`config.mk`:
```
export PLATFORM = sky130hd
export DESIGN_NAME = lfsr_stream_arbiter
export DESIGN_NICKNAME = d
export VERILOG_FILES = /design/src/rtl/lfsr_stream_arbiter.sv
export SDC_FILE = /design/constraint.sdc
export NUM_CORES = 1
export LEC_CHECK = 0
export ABC_AREA = 1
export BUFFER_PORTS_ARGS = -buffer_cell sky130_fd_sc_hd__buf_2
export CORE_MARGIN = 4
export CORE_UTILIZATION = 45
export DETAILED_ROUTE_END_ITERATION = 12
export GPL_ROUTABILITY_DRIVEN = 0
export PLACE_DENSITY = 0.66
export SETUP_SLACK_MARGIN = 0.05
export SLEW_MARGIN = 20
export SYNTH_ARGS = -nofsm -noshare
export SYNTH_HDL_FRONTEND = slang
export SYNTH_SLANG_ARGS = --single-unit
```
`constraint.sdc`:
```
create_clock -name clk -period 2.5 [get_ports clk]
set_clock_uncertainty 0.05 [all_clocks]
set_input_delay 0.5 -clock clk [delete_from_list [all_inputs] [get_ports clk]]
set_output_delay 0.5 -clock clk [all_outputs]
set_load 0.01 [all_outputs]
```
`src/rtl/lfsr_stream_arbiter.sv`:
```
// Round-robin arbiter sharing one 4-bit Fibonacci LFSR keystream engine between two requesters.
// Optional macro LFSR_ABORT_EN adds an abort input that cancels a job in LOAD, WARM or GEN.
module lfsr_stream_arbiter #(
  parameter int          WORD_W       = 16,
  parameter int          CNT_W        = 5,
  parameter logic [3:0]  DEFAULT_SEED = 4'b1110
) (
  input  logic              clk,
  input  logic              reset_n,
  input  logic [1:0]        req,
  input  logic [3:0]        seed0,
  input  logic [3:0]        seed1,
  input  logic [CNT_W-1:0]  warm0,
  input  logic [CNT_W-1:0]  warm1,
`ifdef LFSR_ABORT_EN
  input  logic              abort,
`endif
  output logic [1:0]        gnt,
  output logic              busy,
  output logic              out_valid,
  output logic              out_id,
  output logic [WORD_W-1:0] out_word,
  input  logic              out_ready
);

  localparam int BW = $clog2(WORD_W + 1);
  localparam logic [CNT_W-1:0] CNT_ONE = CNT_W'(1);
  localparam logic [BW-1:0]    BIT_ONE = BW'(1);

  typedef enum logic [2:0] {IDLE, LOAD, WARM, GEN, HOLD} state_t;

  typedef struct packed {
    logic [3:0]       seed;
    logic [CNT_W-1:0] warm;
  } job_t;

  state_t          state;
  logic [3:0]      s;
  logic [CNT_W-1:0] cnt;
  logic [BW-1:0]   bit_cnt;
  job_t            job;
  logic            rr_ptr_last;
  logic            win;
  logic            abort_hit;

  function automatic logic [3:0] lfsr_step(input logic [3:0] v);
    return {v[3] ^ v[2] ^ v[0], v[3:1]};
  endfunction

`ifdef LFSR_ABORT_EN
  assign abort_hit = abort && (state == LOAD || state == WARM || state == GEN);
`else
  assign abort_hit = 1'b0;
`endif

  // On a tie the requester that was not served last wins.
  always_comb begin
    win = 1'b0;
    if (req == 2'b10)      win = 1'b1;
    else if (req == 2'b11) win = ~rr_ptr_last;
  end

  always_ff @(posedge clk or negedge reset_n) begin
    if (!reset_n) begin
      state       <= IDLE;
      s           <= DEFAULT_SEED;
      cnt         <= '0;
      bit_cnt     <= '0;
      job         <= '0;
      rr_ptr_last <= 1'b1;
      gnt         <= 2'b00;
      busy        <= 1'b0;
      out_valid   <= 1'b0;
      out_id      <= 1'b0;
      out_word    <= '0;
    end else if (abort_hit) begin
      state       <= IDLE;
      gnt         <= 2'b00;
      busy        <= 1'b0;
      rr_ptr_last <= out_id;
    end else begin
      case (state)
        IDLE: begin
          if (req != 2'b00) begin
            state    <= LOAD;
            busy     <= 1'b1;
            gnt      <= win ? 2'b10 : 2'b01;
            out_id   <= win;
            job.seed <= win ? seed1 : seed0;
            job.warm <= win ? warm1 : warm0;
          end
        end
        LOAD: begin
          // An all-zero seed would lock the LFSR, so substitute the default.
          s       <= (job.seed == 4'b0000) ? DEFAULT_SEED : job.seed;
          cnt     <= job.warm;
          bit_cnt <= BW'(WORD_W);
          state   <= (job.warm != '0) ? WARM : GEN;
        end
        WARM: begin
          s   <= lfsr_step(s);
          cnt <= cnt - CNT_ONE;
          if (cnt == CNT_ONE) state <= GEN;
        end
        GEN: begin
          out_word <= {out_word[WORD_W-2:0], s[0]};
          s        <= lfsr_step(s);
          bit_cnt  <= bit_cnt - BIT_ONE;
          if (bit_cnt == BIT_ONE) begin
            state     <= HOLD;
            out_valid <= 1'b1;
          end
        end
        HOLD: begin
          if (out_ready) begin
            state       <= IDLE;
            out_valid   <= 1'b0;
            busy        <= 1'b0;
            gnt         <= 2'b00;
            rr_ptr_last <= out_id;
          end
        end
        default: state <= IDLE;
      endcase
    end
  end

endmodule
```
-- Word-level counts from Yosys, hierarchy flattened
Index checks and enable logic that the tools add are counted.
- register bits after elaboration: 48
- input bits: 23
- output and inout bits: 21
- equality and inequality tests: 12
- add/subtract/negate cells: 2
- reductions and logical operators: 15
- bitwise gates (word level): 3
- muxes and demuxes: 23
- operators with widths (operator ; count):
    case mux 5 bit (2 select lines) ; 2
    case mux 3 bit (5 select lines) ; 1
    2-to-1 mux 3 bit ; 4
    nonzero test 2 bit ; 6
    equality test 5 x 1 -> 1 bit (second input constant) ; 2
    subtractor 5 x 1 -> 5 bit (second input constant) ; 2
    2-to-1 mux 4 bit ; 2
    inequality test 2 bit (second input constant) ; 4
    case mux 4 bit (2 select lines) ; 1
    equality test 3 x 2 -> 1 bit (second input constant) ; 2
    2-to-1 mux 1 bit ; 6
    2-to-1 mux 2 bit ; 3
    AND reduction 3 bit ; 2
    2-to-1 mux 5 bit ; 1
    nonzero test 5 bit ; 1
    equality test 2 bit (second input constant) ; 2
    zero test 4 bit ; 1
    case mux 1 bit (2 select lines) ; 2
    case mux 2 bit (2 select lines) ; 1
    AND reduction 2 bit ; 2
    AND reduction 4 bit ; 1
    equality test 3 x 1 -> 1 bit (second input constant) ; 1
    equality test 3 bit (second input constant) ; 1
    zero test 3 bit ; 1
    other kinds (3) ; 4

-- Logic depth before layout (Yosys ltp)
Gate-level depths: netlist of run 1.
- depth in word-level cells: 6
- depth in mapped cells: 10
- mapped depth without buffers: 10

-- Least setup slack after synthesis of run 1
Ideal clock, no wire load.
- kind: input -> register
- start: input port req[0]
- end: register job[5] (netlist name)
- library setup time: 0.082 ns
- cell stages on the path: 6
- path slack: 1.192 ns
- data arrival time: 1.175 ns
- path through: nand2_1 -> nand2_2 -> inv_1 -> clkbuf_1 -> o21ai_1 -> o22ai_1
- cells in the longest elaborated chain, start to end: 4
- elaborated cells between the ends (all ways): 7
- those cells by class: eq/ne: 2; mux: 3; reduce/logical: 2
- ends and longest elaborated chain (what ; line ; text):
    start, declared ; 10 ; input logic [1:0] req,
    equality test 2 bit ; 60 ; else if (req == 2'b11) win = ~rr_ptr_last;
    2-to-1 mux 1 bit ; 60 ;
    2-to-1 mux 1 bit ; 59 ; if (req == 2'b10) win = 1'b1;
    2-to-1 mux 4 bit ; 89 ; job.seed <= win ? seed1 : seed0;
    end, declared ; 41 ; job_t job;
Several ways; a longest one is shown, not always the timed one.
A chain may end at the register's enable or synchronous reset.

-- Worst setup path in the final report of run 1
- start: register state[0]
- end: register gnt[0]
- cells in the longest elaborated chain, start to end: 3
- elaborated cells between the ends (all ways): 7
- those cells by class: eq/ne: 3; mux: 1; reduce/logical: 3
- ends and longest elaborated chain (what ; line ; text):
    start, declared ; 37 ; state_t state;
    start signal, assigned ; 98 ; state <= (job.warm != '0) ? WARM : GEN;
    equality test 3 bit or zero test 3 bit (tied branches) ; 82 ; case (state)
    inequality test 2 bit (no line) or nonzero test 2 bit (tied branches) ; - ;
    AND reduction 3 bit (no line) ; - ;
    end signal, assigned ; 87 ; gnt <= win ? 2'b10 : 2'b01;
    end, declared ; 18 ; output logic [1:0] gnt,
Several ways; a longest one is shown, not always the timed one.

==> summary.md, run 1 <==
| Metric | Value |
|---|---|
| Status | completed |
| TNS Setup | 0 ns |
| Leading area contributor after synthesis | dfrtp_1 |
| Pwr Density | about 1200 mW/mm^2 |
| Async S/R FF share, synth | 100% |
| Critical Path Sink | gnt[0] |
| Input/output buffers | 43 |
| Critical Path Start Type | register |
| Type of the worst setup path | reg2reg |
| WL/cell | ~11 um |
| Post-route DRC | 0 |
| NetSw | ~1.3 mW |
| TritonRoute pass-1 iters | 4 |
| Layout cells sized above 1 | roughly a fifth |
| Number of synthesized flops with an enable pin | 0 |
| Synthesized area | around 0.0022 mm^2 |
| Die Ht | around 79 um |
| Initial antenna violation count | 0 |
| RR Endpoint | gnt[0] |
| CTS tree | done |
| Count leader, synth | nand2_1 |
| M2 GR Usage | roughly a quarter |
| Largest net degree at the start of global routing | 27 |
| Slew headroom | ~55% |
| Cell Count Post-Placement | between 300 and 400 |
| Core ar. | 0.00479 mm^2 |
| Fillcell total | 466 |
| Synth Register Bits | 48 |
| Post-DRT Antenna Nets | 0 |
| HP Class | in2async |
| Worst Setup SP | state[0] |
| GR peak layer | met2 |
| Row count | 25 |
| Synthesized netlist cell count | ~280 |
| GR Util met1 | ~19% |
| Post-DP HPWL | between 3 and 4 mm |
| Flop pwr share | around two fifths |
| R2R Setup Slk | about 0.80 ns |
| Gr ovfl total | 0 |
| Max Freq | 587 MHz |
| Syn nets | approximately 310 |
| Via count of the first global-routing pass | ~1.8k |
| Combinational share of power | 39.5% |
| Worst r2r src | state[0] |
| Die X | around 79 um |
| Worst skew pair latency | approximately 0.30 ns |
| Arrival time at the worst endpoint | approximately 1.8 ns |
| H-tree levels | 2 |
| Crit share post-route | roughly two thirds |
| Final hold vios | 0 |
| # resized after CTS | 0 |
| Register clock-pin slew on the reported worst setup and hold paths | ~0.1 ns |
| CP required | ~2.6 ns |
| Max Cap Viol | 0 |
| Synth-to-layout area growth | 18.9% |
| Final setup violation count | 0 |
| # diodes | 0 |
| GRT Resource Usage Total | between 15 and 20% |
| Synth top area cells | dfrtp_1, nand2_1, nand3_1 |
| Ys Warns | 0 |
| Post-CTS setup buffer count | 0 |
| Distinct cells, synth | 22 |
| Worst-margin pin slew | 0.671 ns |
| CP endpoint kind | register |
| Crit Path Max Fanout | 21 |
| Internal Power | 1.96 mW |
| Cell depth of the worst flop-to-flop path | 6 |
| RSZ-0062 raised after global routing | no |
| Clock power share | a little over a fifth |
| VDD IR-drop max | 0.000509 V |
| Clock Path Buffers | 2 |
| Global-route wire length before repair | just under 8 mm |
| Die area | slightly above 0.006 mm^2 |
| Worst-path cell chain | nor2_2, nand2_1, nor2_2, inv_2, nand3_1, o21ai_1 |
| Area share of the largest cell type after synthesis | between 40% and 50% |
| Ys flop type | dfrtp_1 |
| I/O Pins | 44 |
| Sequential-to-total area share from yosys stat | between 50% and 60% |
| CTS Buf Count | 5 |
| Root Buffer Master | clkbuf_8 |
| CP max-delay cell | nor2_2 |
| Vias per cell | roughly 4.8 |
| Fin. max-slew vios | 0 |
| Post-Route WL | between 4 and 5 mm |
| Final min period | ~1.7 ns |
| Final nets | 352 |
| Met3 usage | between 3 and 4% |
| Sw Ratio | between 30% and 40% |
| Leakage | approximately 1.5 nW |
| Synth cell count leaders | nand2_1, dfrtp_1, inv_1 |
| Starting Density | roughly 47% |
| Mean post-synth cell area | roughly 8.1 um^2 |
| Peak per-stage delay on the critical path | roughly 0.53 ns |
| Via Count | approximately 1.9k |
| Hold Buf Count CTS | 0 |
| DRT iter0 DRCs | 50 |
| Worst path most repeated cell | nor2_2 |
| Post-route insts no fill | 393 |
| Clock Sinks | 48 |
[power by group through the flow]
| stage | combinational (mW) | sequential, mW | clock (mW) |
|---|---|---|---|
| 2_1_floorplan | 0.965 | 1.29 | 0 |
| 3_3_place_gp | 1.26 | 1.28 | 0 |
| 3_5_place_dp | 1.28 | 1.29 | 0 |
| 4_1_cts | 1.28 | 1.28 | 0.685 |
| 5_1_grt | 1.50 | 1.32 | 0.715 |
| 6_report | 1.27 | 1.27 | 0.670 |
[placed cells by master (no fill, tap or decap), drive strengths merged]
master  Yosys  layout
o211ai      3       3
nand2      88      88
clkbuf      1       5
dfrtp      44      44
dfstp       4       4
xor2        1       1
a21oi       3       3
nand3      23      23
nor2       26      26
buf         5      46
ha          4       4
o21bai      1       1
bufinv      0       2
nand3b      1       1
inv        35      36
a21boi      1       1
o22ai      10      10
o21ai      28      28
[area by class of cell]
cell class	count	area [um^2]	share of cell area (%)
sequential	48	1210	45.2
timing repair buffer	46	238	8.90
tap	67	83.8	3.14
inverter	35	131	4.92
clock buffer	5	68.8	2.58
clock inverter	3	68.8	2.58
multi-input combinational	189	875	32.7
[metal layers]
| layer | wire length [um] | part of all wire (%) |
|---|---|---|
| met1 | 2120 | 48 |
| met2 | 1910 | 43 |
| met3 | 327 | 7.4 |
| met4 | 71 | 1.6 |
| met5 | 0 | 0 |
[how the worst min path moves through the flow]
| stage | startpoint | endpoint | slack, ns | cells after the start |
|---|---|---|---|---|
| final | reset_n | out_word[3] | 0.13 | 1 |
| after global routing | reset_n | out_word[3] | 0.16 | 1 |
| after floorplan | reset_n | bit_cnt[0] | 0.15 | 0 |
| after CTS | reset_n | out_word[3] | 0.15 | 1 |
| after global placement | out_word[15] | out_word[15] | 0.40 | 2 |
| after detailed placement | busy | busy | 0.41 | 2 |
[worst max-delay path, delay by kind of cell (launching register included)]
family | cells | cell delay (ns)
and+or+nand+nor | 4 | 0.92
DFF | 1 | 0.42
AOI/OAI and AO/OA | 1 | 0.07
buffers and inverters | 1 | 0.13
[per-stage QoR]
stage	utilization, %	power (mW)	instance area (um^2)	worst slack, ns	hold WS (ns)
final	55.8	3.21	2670	0.797	0.130
after global routing	55.8	3.53	2670	0.609	0.164
after CTS	55.8	3.25	2670	0.796	0.146
after detailed placement	52.9	2.57	2530	0.791	0.413
after global placement	52.9	2.54	2530	0.866	0.398
after floorplan	-	2.25	2250	1.19	0.154
[state kept, by name, indices dropped and copies added, names as in the netlist, 2 cells and up]
| signal | count |
|---|---|
| s | 4 |
| bit_cnt | 5 |
| out_word | 16 |
| cnt | 5 |
| gnt | 2 |
| state | 3 |
| job | 9 |
[logic make-up after synthesis]
group	count (synthesis)	synth area share, %
buffers and inverters	41	7.35
DFF	48	53.7
xor gates and xnor gates	1	0.390
adders and majority gates	4	2.23
and+or+nand+nor	138	25.0
AOI/OAI and AO/OA	46	11.4
Power figures use the tool's default switching activity.
==> inputs of run 2 (changes only) <==
- PLACE_DENSITY: 0.66 -> 0.69
- clock period: 2.5 -> 1.4 ns (I/O delays scaled with it)
==> summary.md, run 2 (synthesized netlist as in run 1, its figures left out) <==
| Metric | Value |
|---|---|
| GR peak layer | met2 |
| Row count | 25 |
| Max FFs per register | 16 |
| H-tree levels | 2 |
| Registers with the most flip-flops | out_word: 16 flops, job: 9 flops |
| CP required | roughly 1.5 ns |
| Largest Register | out_word |
| Largest net degree at the start of global routing | 25 |
| DP Worst Slack | around 0.0074 ns |
| GR Util met1 | around a fifth |
| Worst skew pair latency | 0.30 ns |
| Register clock-pin slew on the reported worst setup and hold paths | approximately 0.080 ns |
| Die X | 78.6 um |
| Commonest cells after routing, fill and taps aside | nand2_1, buf_2, dfrtp_1 |
| Worst-path cell chain | nor2_4, nand2_2, nor2_4, buf_12, inv_2, nand3_1, o21ai_1 |
| Fin. max-slew vios | 0 |
| Core ar. | roughly 0.0048 mm^2 |
| Crit share post-route | 93.2% |
| Cell depth of the worst flop-to-flop path | 7 |
| CTS Buf Count | 5 |
| Total power | 5.90 mW |
| Synth-to-layout area growth | 24.9% |
| Worst path most repeated cell | nor2_4 |
| Final setup violation count | 0 |
| Via Count | around 1.9k |
| Final Cell Area | 0.00281 mm^2 |
| HP Class | in2reg |
| Die area | 0.00619 mm^2 |
| Input/output buffers | 43 |
| Leakage | between 1.5 and 2 nW |
| R2R Setup Slk | between 0.09 and 0.1 ns |
| Crit Path Max Fanout | 11 |
| TNS Setup | 0 ns |
| Type of the worst setup path | reg2reg |
| Arrival time at the worst endpoint | between 1 and 1.5 ns |
| Max Freq | between 700 and 800 MHz |
| Final min period | 1.31 ns |
| Gr ovfl total | 0 |
| Worst hold path stage count | 3 |
| Hold EP | job[2] |
| M2 GR Usage | a little over a quarter |
| Post-DRT Antenna Nets | 0 |
| Worst r2r src | state[0] |
| RSZ-0062 raised after global routing | yes |
| Final hold vios | 0 |
| Commonest non-fill, non-tap cell in the layout | nand2_1 |
| Final WS setup | approximately 0.095 ns |
| CP delay by family, top | flip-flops |
| Cell Count Post-Placement | approximately 390 |
| Critical Path Start Type | register |
| Post-DP HPWL | roughly 3.4 mm |
| Slew headroom | between 70% and 80% |
| Via count of the first global-routing pass | 1826 |
| Worst-margin pin slew | approximately 0.42 ns |
| Status | completed |
| Pwr Density | about 2100 mW/mm^2 |
| Vias per cell | 4.79 |
| Global-route wire length before repair | between 7 and 8 mm |
| Hold Startpoint | warm1[2] |
| CP max-delay cell | dfrtp_2 |
| VDD IR-drop max | 0.000861 V |
| GRT Resource Usage Total | around 16% |
| Post-Route WL | about 4.6 mm |
| Max Cap Viol | 0 |
| Starting Density | between 40 and 50% |
| CP endpoint kind | register |
| Peak per-stage delay on the critical path | 0.45 ns |
| Post-route insts no fill | ~400 |
| Buffers plus inverters on the worst setup path | 2 |
| TritonRoute pass-1 iters | 4 |
| Initial antenna violation count | 0 |
| # diodes | 0 |
| Clock Path Buffers | 2 |
| Clock Sinks | 48 |
| Final nets | 362 |
| DRT iter0 DRCs | 87 |
| Layout cells sized above 1 | between 20 and 30% |
| RR Endpoint | gnt[0] |
| Root Buffer Master | clkbuf_8 |
| Post-route DRC | 0 |
| CTS tree | done |
| DP Area | 0.00259 mm^2 |
| Met3 usage | under 10% |
| Die Ht | slightly below 80 um |
| I/O Pins | between 40 and 50 |
| WL/cell | roughly 11 um |
[run 2: changes by cell type in the layout (fill, tap and decap cells not counted), moves of 3 or more]
cell,before,now
buf_4,3,9
dfrtp_1,44,41
dfrtp_2,0,3
nand2_1,87,84
nor2_4,0,3
[run 2: timing repair]
action	in CTS	in global routing
endpoints found under the hold margin	11	0
hold buffers	1	0
setup endpoints to repair	14	45
buffers inserted	0	4
gates resized for setup	1	17
cloned	0	1
[run 2: tightest hold or removal path: cells and delay by family]
kind                   cells  cell delay [ns]
AO/OA/AOI/OAI              1             0.10
buffers and inverters      1             0.07
AND/OR/NAND/NOR            1             0.03
[run 2: power by group]
group / switching [mW] / total (mW) / leakage, nW / internal [mW]
Sequential: 0.362 / 2.31 / 0.594 / 1.95
Combinational: 1.55 / 2.60 / 0.858 / 1.05
Clock: 0.451 / 0.981 / 0.0552 / 0.530
Total: 2.36 / 5.90 / 1.51 / 3.54
[run 2: worst max path at each step]
stage / startpoint / to / slack [ns] / cells after the start
final: state[0] / gnt[0] / 0.09 / 7
after global routing: state[0] / job[0] / 0.006 / 6
after CTS: state[0] / gnt[0] / 0.02 / 7
after detailed placement: state[2] / cnt[1] / 0.007 / 6
after global placement: state[2] / cnt[1] / 0.02 / 6
after floorplan: rr_ptr_last / job[1] / 0.09 / 6
[run 2: cell type report]
class / instances / area, um^2
Clock buffer: 6 / 72.6
Clock inverter: 2 / 35.0
Fill cell: 433 / 1980
Inverter: 35 / 134
Multi-Input combinational cell: 189 / 912
Sequential cell: 48 / 1210
Tap cell: 67 / 83.8
Timing Repair Buffer: 56 / 358
[run 2: routing by layer]
metal,vias to the layer above,part of all wire [%]
met5,-,0
met4,0,1.0
met3,6,6.3
met2,49,46
met1,865,47
li1,1009,-
[run 2: per-stage QoR]
step / utilization (%) / hold slack, ns
CTS: 56.6 / 0.185
finish: 58.6 / 0.193
floorplan: - / -0.0656
detailed placement: 54.1 / 0.192
global route: 58.6 / 0.193
global placement: 54.1 / 0.190
